`config.mk`:
```
export PLATFORM = sky130hd
export DESIGN_NAME = rr_mux_nx1
export DESIGN_NICKNAME = d
export VERILOG_FILES = /design/src/rtl/rr_mux_nx1.sv
export SDC_FILE = /design/constraint.sdc
export NUM_CORES = 1
export LEC_CHECK = 0
export ABC_AREA = 1
export CAP_MARGIN = 10
export CELL_PAD_IN_SITES_DETAIL_PLACEMENT = 1
export CELL_PAD_IN_SITES_GLOBAL_PLACEMENT = 1
export CORE_ASPECT_RATIO = 1.2
export CORE_MARGIN = 2
export CORE_UTILIZATION = 27
export DETAILED_ROUTE_END_ITERATION = 7
export GPL_ROUTABILITY_DRIVEN = 0
export PLACE_DENSITY_LB_ADDON = 0.1
export SLEW_MARGIN = 10
export SYNTH_ARGS = -nofsm -noshare
export SYNTH_HDL_FRONTEND = slang
export SYNTH_SLANG_ARGS = --single-unit
export TNS_END_PERCENT = 1
```
`constraint.sdc`:
```
create_clock -name clk -period 7.7 [get_ports clk]
set_input_delay 1.54 -clock clk [delete_from_list [all_inputs] [get_ports clk]]
set_output_delay 1.54 -clock clk [all_outputs]
set_load 0.02 [all_outputs]
```
`src/rtl/rr_mux_nx1.sv`:
```
`default_nettype none
// ============================================================================
// Module      : rr_mux_nx1
// Description : CH-to-1 round-robin multiplexer with a one-entry registered
//               output stage. Define RR_MUX_LOCK_EN for packet-lock
//               arbitration (adds the in_last input).
// Revision    : 1.0 - initial release
// ============================================================================
module rr_mux_nx1 #(
  parameter int N  = 32,
  parameter int CH = 4,
  parameter int SW = $clog2(CH)
) (
  input  logic            clk,
  input  logic            rst,
  input  logic [CH*N-1:0] in_data,
  input  logic [CH-1:0]   in_valid,
`ifdef RR_MUX_LOCK_EN
  input  logic [CH-1:0]   in_last,
`endif
  output logic [CH-1:0]   in_ready,
  output logic [N-1:0]    out_data,
  output logic            out_valid,
  input  logic            out_ready,
  output logic [SW-1:0]   out_sel
);

  logic [N-1:0]  w_ch_data [CH];
  logic [SW-1:0] r_ptr;
  logic [N-1:0]  r_data;
  logic          r_valid;
  logic [SW-1:0] r_sel;

  logic          w_load_ok;
  logic          w_rr_vld;
  logic [SW-1:0] w_rr_idx;
  logic [SW:0]   w_sum;
  logic          w_gnt_vld;
  logic [SW-1:0] w_gnt_idx;
  logic [SW-1:0] w_nxt_ptr;
  logic          w_xfer;

  genvar gi;
  generate
    for (gi = 0; gi < CH; gi++) begin : g_unpack
      assign w_ch_data[gi] = in_data[gi*N +: N];
    end
  endgenerate

  // Holding register may take a new beat when empty or draining this cycle.
  assign w_load_ok = (!r_valid || out_ready) && !rst;

  // Search ptr, ptr+1, ... modulo CH for the first valid channel.
  always_comb begin
    w_rr_vld = 1'b0;
    w_rr_idx = '0;
    w_sum    = '0;
    for (int k = 0; k < CH; k++) begin
      w_sum = {1'b0, r_ptr} + (SW+1)'(k);
      if (w_sum >= (SW+1)'(CH)) begin
        w_sum = w_sum - (SW+1)'(CH);
      end
      if (!w_rr_vld && in_valid[w_sum[SW-1:0]]) begin
        w_rr_vld = 1'b1;
        w_rr_idx = w_sum[SW-1:0];
      end
    end
  end

`ifdef RR_MUX_LOCK_EN
  logic          r_locked;
  logic [SW-1:0] r_lock_ch;

  always_comb begin
    w_gnt_vld = w_rr_vld;
    w_gnt_idx = w_rr_idx;
    if (r_locked) begin
      w_gnt_vld = in_valid[r_lock_ch];
      w_gnt_idx = r_lock_ch;
    end
  end

  always_ff @(posedge clk or posedge rst) begin
    if (rst) begin
      r_locked  <= 1'b0;
      r_lock_ch <= '0;
    end else if (w_xfer) begin
      r_locked  <= !in_last[w_gnt_idx];
      r_lock_ch <= w_gnt_idx;
    end
  end
`else
  always_comb begin
    w_gnt_vld = w_rr_vld;
    w_gnt_idx = w_rr_idx;
  end
`endif

  assign w_xfer    = w_gnt_vld && w_load_ok;
  assign w_nxt_ptr = (w_gnt_idx == SW'(CH - 1)) ? '0 : w_gnt_idx + 1'b1;

  generate
    for (gi = 0; gi < CH; gi++) begin : g_ready
      assign in_ready[gi] = w_xfer && (w_gnt_idx == SW'(gi));
    end
  endgenerate

  always_ff @(posedge clk or posedge rst) begin
    if (rst) begin
      r_valid <= 1'b0;
      r_data  <= '0;
      r_sel   <= '0;
      r_ptr   <= '0;
    end else begin
      if (w_xfer) begin
        r_data  <= w_ch_data[w_gnt_idx];
        r_sel   <= w_gnt_idx;
        r_valid <= 1'b1;
      end else if (out_ready) begin
        r_valid <= 1'b0;
      end
`ifdef RR_MUX_LOCK_EN
      // Pointer moves only when a packet completes.
      if (w_xfer && in_last[w_gnt_idx]) begin
        r_ptr <= w_nxt_ptr;
      end
`else
      if (w_xfer) begin
        r_ptr <= w_nxt_ptr;
      end
`endif
    end
  end

  assign out_data  = r_data;
  assign out_valid = r_valid;
  assign out_sel   = r_sel;

endmodule
`default_nettype wire

```
==> results of run 1 <==
power groups by stage:
stage	combinational [mW]	clock (mW)	sequential (mW)
after floorplan	1.29	0	0.438
after global placement	1.76	0	0.350
after detailed placement	1.81	0	0.354
after CTS	1.82	0.222	0.353
after global routing	2.03	0.231	0.363
final	1.78	0.218	0.351
per-layer routing:
| layer | part of all wire (%) | vias up | GRT usage, % |
|---|---|---|---|
| li1 | - | 1944 | - |
| met1 | 39 | 1811 | 21.01 |
| met2 | 54 | 93 | 36.23 |
| met3 | 5.3 | 7 | 3.702 |
| met4 | 0.94 | 0 | 4.417 |
| met5 | 0 | - | 0 |
per-stage QoR:
step | utilization, % | area (sq um)
6_report | 43.98 | 5040
3_5_place_dp | 42.58 | 4880
2_1_floorplan | - | 3158
3_3_place_gp | 42.58 | 4880
4_1_cts | 43.96 | 5037
5_1_grt | 43.96 | 5037
cell usage after synthesis, types with 3 or more instances:
| cell type | instances |
|---|---|
| clkbuf_1 | 4 |
| nand3_1 | 60 |
| buf_4 | 3 |
| nand2_2 | 11 |
| nand2_4 | 3 |
| nand3_2 | 12 |
| inv_1 | 9 |
| buf_2 | 18 |
| dfrtp_1 | 37 |
| buf_8 | 3 |
| nand2_1 | 347 |
| inv_2 | 4 |
| buf_6 | 7 |
| nor2_2 | 3 |
state kept, by name, summed over array words and instances (netlist names):
name,cells
out_valid,1
r_ptr,2
out_sel,2
out_data,32
worst paths after layout:
path	to
hold reg to reg	out_data[20]$_DFFE_PP0P_
hold / removal	out_data[20]$_DFFE_PP0P_
min in group asynchronous	out_data[22]$_DFFE_PP0P_
max in group asynchronous	out_data[24]$_DFFE_PP0P_
setup / recovery	in_ready[0]
setup reg to reg	out_data[25]$_DFFE_PP0P_
worst register-to-register path, cell delays in order (launching register included):
cell and delay (ns):
dfrtp_1 0.63, inv_2 0.17, nand2_1 0.15, nand2_4 0.09
nand2_2 0.08, nand2_2 0.07, nor2_4 0.11, nand3_2 0.11
nand2_4 0.54, nand2_4 0.38, buf_4 0.40, nand2_1 0.13
nand2_1 0.07, nand2_1 0.06, nand2_1 0.05, nand2_1 0.05
nand2_1 0.06
area by class of cell:
type | count | share of cell area [%]
tap | 157 | 3.898
multi-input combinational | 449 | 38.48
sequential | 37 | 18.37
antenna | 1 | 0.04965
inverter | 13 | 0.9682
timing repair buffer | 178 | 35.10
clock buffer | 7 | 3.029
clock inverter | 1 | 0.09930
cells by family after synthesis:
logic type	Yosys count
and+or+nand+nor	442
buffers and inverters	48
DFF	37
AOI/OAI and AO/OA	7
==> results.yml, run 1 <==
yosys:
  ys_types: 23
  ys.warnings.count: 0
  synth_compound_area_share_pct: 1.426
  synth_fp_nets: 669
  ys_seq_area_share_pct: 29.32
  synth_edf_count: 0
  synth_area_sq_um: 3158
  yosysTopAreaCell: "nand2_1"
  async_flop_share_pct: 100.0
  synth_xor_xnor_area_share_pct: 0
  synth_top_area_share_pct: 41.24
  synth.area.top_cells: "nand2_1, dfrtp_1, nand3_1"
  synth-seq-cells: 37
  yosys.area_share.adder_pct: 0
  synth_mux_area_share_pct: 0
  synth_cells: 534
  ys.flop_type: "dfrtp_1"
  synth_top_family_by_area: "simple AND/OR/NAND/NOR gates"
  avgSynthCellArea_sq_um: 5.914
  yosys.area_share.simple_pct: 59.75
drt:
  avgRoutedWirePerCell_microns: 14.07
  route.vias.total: 3855
  drc_errors: 0
  drt_iter0_drc: 87
  antenna_left: 0
  viasPerCell: 4.573
  firstDrtPassIters: 4
  wl_mm: 11.86
sta:
  max_freq_mhz: 158.8
  final.period_utilization_pct: 81.77
  fin_ws_ns: 1.404
  finalCriticalPeriod_ns: 6.296
  slew_headroom_pct: 50.58
  finalHoldViolCount: 0
  rsz0062_at_grt: "false"
  slew_viol_final: 0
  holdWs_ns: 0.4765
  setup_viol: 0
  fin_setup_tns_ns: 0
  tightest_slew_ns: 0.7413
  finalClockSkew_ns: 0.001772
grt:
  grt_pass1_wl_mm: 18.79
  grt_max_degree: 66
  grtUsageTotal_pct: 18.89
  antenna_found_initial: 0
  grt_pass1_vias: 3990
  overflow: 0
worst_setup_path:
  required_ns: 6.16
  crit_path_cell_trace: "clkdlybuf4s50_1 -> inv_1 -> nand2_1 -> nand3_2 -> nand2_2 -> nor2_1 -> nor2_2 -> nand2_4 -> nand2_4 -> buf_4 -> nand2_1 -> nor2_1 -> clkdlybuf4s50_1"
  crit_type: "in -> out"
  arrival_ns: 4.76
  cp.depth: 13
  cp-startpoint: "in_valid[2]"
  start_kind: "input port"
  crit_family: "buffers and inverters"
  path_max_fanout: 65
  critical-path-slowest-cell: "clkdlybuf4s50_1"
  r2r_slack_ns: 4.43
  slowest_delay_ns: 0.61
  path_buf_inv: 4
  cp-end-kind: "primary output"
  reg2reg_from: "r_ptr[0]$_DFFE_PP0P_"
  r2r_cells: 16
final_layout:
  most-common-layout-cells: "nand2_1, clkdlybuf4s50_1, nand3_1, dfrtp_1, nand3_2"
  stdcell_count: 843
  seqCellArea_sq_um: 925.9
  area_growth_pct: 59.59
  final_nets: 819
  fill_cells: 1510
  final_layout_size_suffix_gt1_share_pct: 7.591
  layout_commonest_cell: "nand2_1"
  multi_input_area_sq_um: 1939
power_and_ir_drop:
  intPower_mw: 1.054
  power_mw: 2.345
  peakVddDrop_mv: 0.1989
  combPwrFrac_pct: 75.8
  p_seq_share_pct: 14.9
  swShare_pct: 55.06
  power.leakage_nw: 2.606
  powerDensity_nw_per_um2: 465.3
  p_clk_share_pct: 9.3
  p_switching_mw: 1.291
floorplanning:
  start_util_pct: 27.56
  ios: 174
  die_w_microns: 102.7
  core_area_sq_um: 11460
  die-area_sq_um: 12580
  die_y_microns: 122.5
  fp-row-count: 43
clocking:
  cts_root_buf: "clkbuf_16"
  cts_buffer_depth: 2
  cts_inserted_buffers: 5
  post-cts-setup-buffer-count: 0
  clk_latency_ns: 0.28
  path_clk_slew_ns: 0.06
  cts_resized: 0
  cts_hold_buffers: 0
  cts_tree: "done"
  cts.sinks: 37
  htreeDepth: 2
run_status:
  status: "complete, no violations"
hold_path:
  min_delay_path_depth: 2
  holdCritStartpoint: "out_data[20]$_DFFE_PP0P_"
  hold_class: "reg -> reg"
place:
  numPlacedInstances: 834
  io_buffers: 173
  hpwl_mm: 8.836
  pre_cts_slack_ns: 1.329
flow_run:
  cap_violations: 0
Note: power is estimated with default switching activity, not from simulation.
==> run 2, diff against run 1 <==
Settings changed: CORE_UTILIZATION 27 to 25.
Clock period 7.7 ns to 6.2 ns, I/O delays scaled along.
==> run 2 against run 1 <==
Against the previous run:
- combinational power grew 27%
- worst setup slack worse by 0.089 ns
- final area rose by 0.27%
- hold slack gained 0.0020 ns
- routed wire length rose by 4.7%
- sequential power is 25% higher
- critical path depth decreased by 1
- via count up 0.31%
- critical path type unchanged
- largest power group unchanged
==> results.yml, run 2 (synthesis results as in run 1) <==
floorplanning:
  die_y_microns: 127.1
  fp-row-count: 45
  ios: 174
  die_w_microns: 106.6
  die-area_sq_um: 13550
  start_util_pct: 25.27
  core_area_sq_um: 12500
power_and_ir_drop:
  power.leakage_nw: 2.610
  intPower_mw: 1.305
  p_switching_mw: 1.640
  p_clk_share_pct: 8.5
  powerDensity_nw_per_um2: 582.7
  peakVddDrop_mv: 0.3053
  swShare_pct: 55.69
  p_seq_share_pct: 14.8
  power_mw: 2.945
  combPwrFrac_pct: 76.6
drt:
  firstDrtPassIters: 4
  route.vias.total: 3867
  drc_errors: 0
  antenna_left: 0
  drt_iter0_drc: 104
  wl_mm: 12.43
  avgRoutedWirePerCell_microns: 14.59
  viasPerCell: 4.539
sta:
  tightest_slew_ns: 0.7539
  finalHoldViolCount: 0
  max_freq_mhz: 204.7
  fin_setup_tns_ns: 0
  final.period_utilization_pct: 78.79
  slew_viol_final: 0
  rsz0062_at_grt: "false"
  slew_headroom_pct: 49.74
  finalClockSkew_ns: 0.002694
  finalCriticalPeriod_ns: 4.885
  setup_viol: 0
  holdWs_ns: 0.4784
clocking:
  clk_latency_ns: 0.28
  cts_root_buf: "clkbuf_16"
  path_clk_slew_ns: 0.06
  cts_hold_buffers: 0
  htreeDepth: 2
  cts.sinks: 37
  cts_tree: "done"
  cts_resized: 0
  cts_buffer_depth: 2
  cts_inserted_buffers: 5
  post-cts-setup-buffer-count: 0
grt:
  overflow: 0
  grt_max_degree: 65
  grt_pass1_wl_mm: 20.06
  grtUsageTotal_pct: 18.53
  antenna_found_initial: 0
  grt_pass1_vias: 4032
place:
  io_buffers: 173
  placed_cell_area_sq_um: 4911
  hpwl_mm: 9.071
final_layout:
  utilization_pct: 40.43
  final_nets: 822
  area_growth_pct: 60.02
  layout_commonest_cell: "nand2_1"
  most-common-layout-cells: "nand2_1, clkdlybuf4s50_1, nand3_1, dfrtp_1, nand3_2"
  largest_reg_flops: 32
  design_area_sq_um: 5054
  n_antenna_cell: 0
  final_layout_size_suffix_gt1_share_pct: 7.994
hold_path:
  hold_class: "reg -> reg"
worst_setup_path:
  arrival_ns: 3.65
  crit_type: "in -> out"
  start_kind: "input port"
  required_ns: 4.96
  path_max_fanout: 21
  cp-end-kind: "primary output"
run_status:
  status: "complete, no violations"
flow_run:
  cap_violations: 0
## run 2: critical path: stages
cell and delay, ns:
clkdlybuf4s50_1 0.48, inv_1 0.05, nand2_1 0.09, nand3_2 0.09, nand2_2 0.14, nor2_4 0.06
nand3_1 0.06, nand2_1 0.09, nor2_4 0.48, nand2_1 0.18, inv_1 0.08, clkdlybuf4s50_1 0.59
## run 2: final timing paths
kind,from,endpoint,slack [ns],cells past startpoint
worst max-delay path,in_valid[2],in_ready[1],1.31,12
worst min-delay path,out_data[14]$_DFFE_PP0P_,out_data[14]$_DFFE_PP0P_,0.48,2
worst max register to register,r_ptr[0]$_DFFE_PP0P_,out_data[14]$_DFFE_PP0P_,3.46,15
worst min register to register,out_data[14]$_DFFE_PP0P_,out_data[14]$_DFFE_PP0P_,0.48,2
max in group asynchronous,rst,r_ptr[1]$_DFFE_PP0P_,4.38,3
min in group asynchronous,rst,out_data[21]$_DFFE_PP0P_,1.45,3
## run 2: layer usage
layer / global-route usage, % / share of wire, % / vias to the layer above
met5: 0 / 0 / -
met4: 4.431 / 1.4 / 0
met3: 3.878 / 5.2 / 10
met2: 35.26 / 53 / 92
met1: 20.90 / 40 / 1821
li1: - / - / 1944
## run 2: final cells by class
type | instances | area, sq um
clock buffers | 5 | 125.1
clock inverters | 3 | 17.52
fillers | 1630 | 7446
inverters | 13 | 48.80
multi-input cells | 449 | 1939
flip-flops and latches | 37 | 925.9
well taps | 164 | 205.2
repair buffers | 181 | 1792
## run 2: stage by stage
stage / setup WS (ns) / cells
finish: 1.315 / 852
global route: 1.094 / 852
CTS: 1.257 / 852
detailed placement: 1.279 / 844
global placement: 1.386 / 844
floorplan: 1.769 / 534
## run 2: power by group through the flow
stage	clock network [mW]	registers (mW)	logic (mW)
floorplan	0	0.544	1.60
global placement	0	0.433	2.28
detailed placement	0	0.440	2.31
CTS	0.260	0.438	2.32
global route	0.268	0.452	2.59
finish	0.251	0.437	2.26
==> run 3, diff against run 2 <==
Settings changed: CORE_UTILIZATION 25 to 23.
Clock period 6.2 ns to 4.2 ns, I/O delays scaled along.
==> run 3 against run 2 <==
Against the previous run:
- register-to-register slack got worse by 2.0 ns
- sequential cell count did not move
- power rose by 49%
- utilization fell by 2.2 points
- clock skew rose by 0.0015 ns
- via count fell by 1.0%
- largest cell class unchanged
- sequential power rose by 46%
- routed wire length rose by 0.98%
- global-route usage fell by 1.3 points
- first-iteration DRC count rose by 60%
- critical path type unchanged
- clock power rose by 45%
==> results.yml, run 3 (synthesis results as in run 1) <==
sta:
  slew_viol_final: 0
  finalCriticalPeriod_ns: 3.873
  tightest_slew_ns: 0.7922
  rsz0062_at_grt: "false"
  setup_viol: 0
  fin_ws_ns: 0.3266
  max_freq_mhz: 258.2
  final.period_utilization_pct: 92.22
  fin_setup_tns_ns: 0
  finalHoldViolCount: 0
  finalClockSkew_ns: 0.004187
  slew_headroom_pct: 47.19
grt:
  grt_pass1_vias: 4223
  grt_max_degree: 65
  overflow: 0
  grtUsageTotal_pct: 17.27
  antenna_found_initial: 0
  grt_pass1_wl_mm: 20.83
place:
  numPlacedInstances: 851
  io_buffers: 173
  placed_cell_area_sq_um: 4938
  hpwl_mm: 9.413
  pre_cts_slack_ns: 0.3341
drt:
  viasPerCell: 4.456
  avgRoutedWirePerCell_microns: 14.61
  route.vias.total: 3828
  firstDrtPassIters: 4
  drt_iter0_drc: 166
  wl_mm: 12.55
  drc_errors: 0
  antenna_left: 0
flow_run:
  cap_violations: 0
worst_setup_path:
  r2r_cells: 15
  crit_type: "in -> out"
  reg2reg_from: "r_ptr[0]$_DFFE_PP0P_"
  cp-startpoint: "in_valid[2]"
  path_buf_inv: 5
  r2r_slack_ns: 1.49
  cp-end-kind: "primary output"
  cp-endpoint: "in_ready[0]"
  cp.depth: 11
  critical-path-slowest-cell: "clkdlybuf4s50_1"
  arrival_ns: 3.03
  crit_family: "buffers and inverters"
  r2r-end: "out_data[19]$_DFFE_PP0P_"
  start_kind: "input port"
  slowest_delay_ns: 0.61
  required_ns: 3.36
  path_max_fanout: 12
  crit_path_cell_trace: "clkdlybuf4s50_1 -> inv_1 -> nand2_1 -> nand3_1 -> nand2_1 -> inv_1 -> nand3b_1 -> nand3_2 -> buf_4 -> nor2_1 -> clkdlybuf4s50_1"
clocking:
  htreeDepth: 2
  cts_tree: "done"
  path_clk_slew_ns: 0.06
  cts_buffer_depth: 2
  cts_resized: 0
  cts_hold_buffers: 0
  post-cts-setup-buffer-count: 0
  cts.sinks: 37
  clk_latency_ns: 0.28
  cts_inserted_buffers: 5
  cts_root_buf: "clkbuf_16"
final_layout:
  final_nets: 825
  n_antenna_cell: 0
  design_area_sq_um: 5081
  largest_reg_flops: 32
  fill_cells: 1707
  stdcell_count: 859
  area_growth_pct: 60.90
  layout_commonest_cell: "nand2_1"
  final_layout_size_suffix_gt1_share_pct: 8.394
  most-common-layout-cells: "nand2_1, clkdlybuf4s50_1, nand3_1, dfrtp_1, nand3_2"
hold_path:
  hold_class: "reg -> reg"
power_and_ir_drop:
  power.leakage_nw: 2.624
  power_mw: 4.390
  peakVddDrop_mv: 0.9709
  powerDensity_nw_per_um2: 864.0
floorplanning:
  die_y_microns: 132.4
  core_area_sq_um: 13300
  ios: 174
  fp-row-count: 46
  die_w_microns: 111.0
  die-area_sq_um: 14690
  start_util_pct: 23.75
run_status:
  status: "complete, no violations"
## run 3: cell types whose count changed in the layout (fill, tap and decap cells not counted)
cell / delta
buf_4: +3
## run 3: how the worst min path moves through the flow
stage / cells after the start / startpoint / to
after floorplan: 2 / r_ptr[0]$_DFFE_PP0P_ / r_ptr[0]$_DFFE_PP0P_
after global placement: 2 / out_data[2]$_DFFE_PP0P_ / out_data[2]$_DFFE_PP0P_
after detailed placement: 2 / out_data[28]$_DFFE_PP0P_ / out_data[28]$_DFFE_PP0P_
after CTS: 2 / out_data[18]$_DFFE_PP0P_ / out_data[18]$_DFFE_PP0P_
after global routing: 2 / out_data[28]$_DFFE_PP0P_ / out_data[28]$_DFFE_PP0P_
final: 2 / out_data[6]$_DFFE_PP0P_ / out_data[6]$_DFFE_PP0P_
## run 3: per-layer routing
metal / routed length [microns] / part of all wire [%] / track usage [%] / vias to the layer above
li1: - / - / - / 1953
met1: 5066 / 40 / 19.14 / 1777
met2: 6684 / 53 / 33.67 / 88
met3: 622 / 5.0 / 3.448 / 10
met4: 176 / 1.4 / 3.750 / 0
met5: 0 / 0 / 0 / -
## run 3: power breakdown
group / switching [mW] / total [mW] / internal [mW] / leakage (nW)
clock: 0.146 / 0.364 / 0.218 / 0.0696
combinational: 2.18 / 3.39 / 1.21 / 2.09
sequential: 0.111 / 0.640 / 0.529 / 0.463
## run 3: through the flow
step | hold WS (ns) | util [%]
global route | 0.5020 | 38.22
detailed placement | 0.4645 | 37.14
CTS | 0.4819 | 38.22
finish | 0.4763 | 38.22
floorplan | 0.5543 | -
global placement | 0.4612 | 37.14
## run 3: area by class of cell
class	instances	area [sq um]	share of cell area (%)
Multi-Input combinational cell	449	1939	38.17
Timing Repair Buffer	184	1814	35.71
Sequential cell	37	925.9	18.22
Tap cell	168	210.2	4.137
Clock buffer	5	125.1	2.462
Inverter	13	48.80	0.9604
Clock inverter	3	17.52	0.3447
## run 3: worst register-to-register path: cells and delay by family, from the launching register on
family / cells / cell delay, ns
and+or+nand+nor: 13 / 1.26
DFF: 1 / 0.63
buffers and inverters: 2 / 0.77
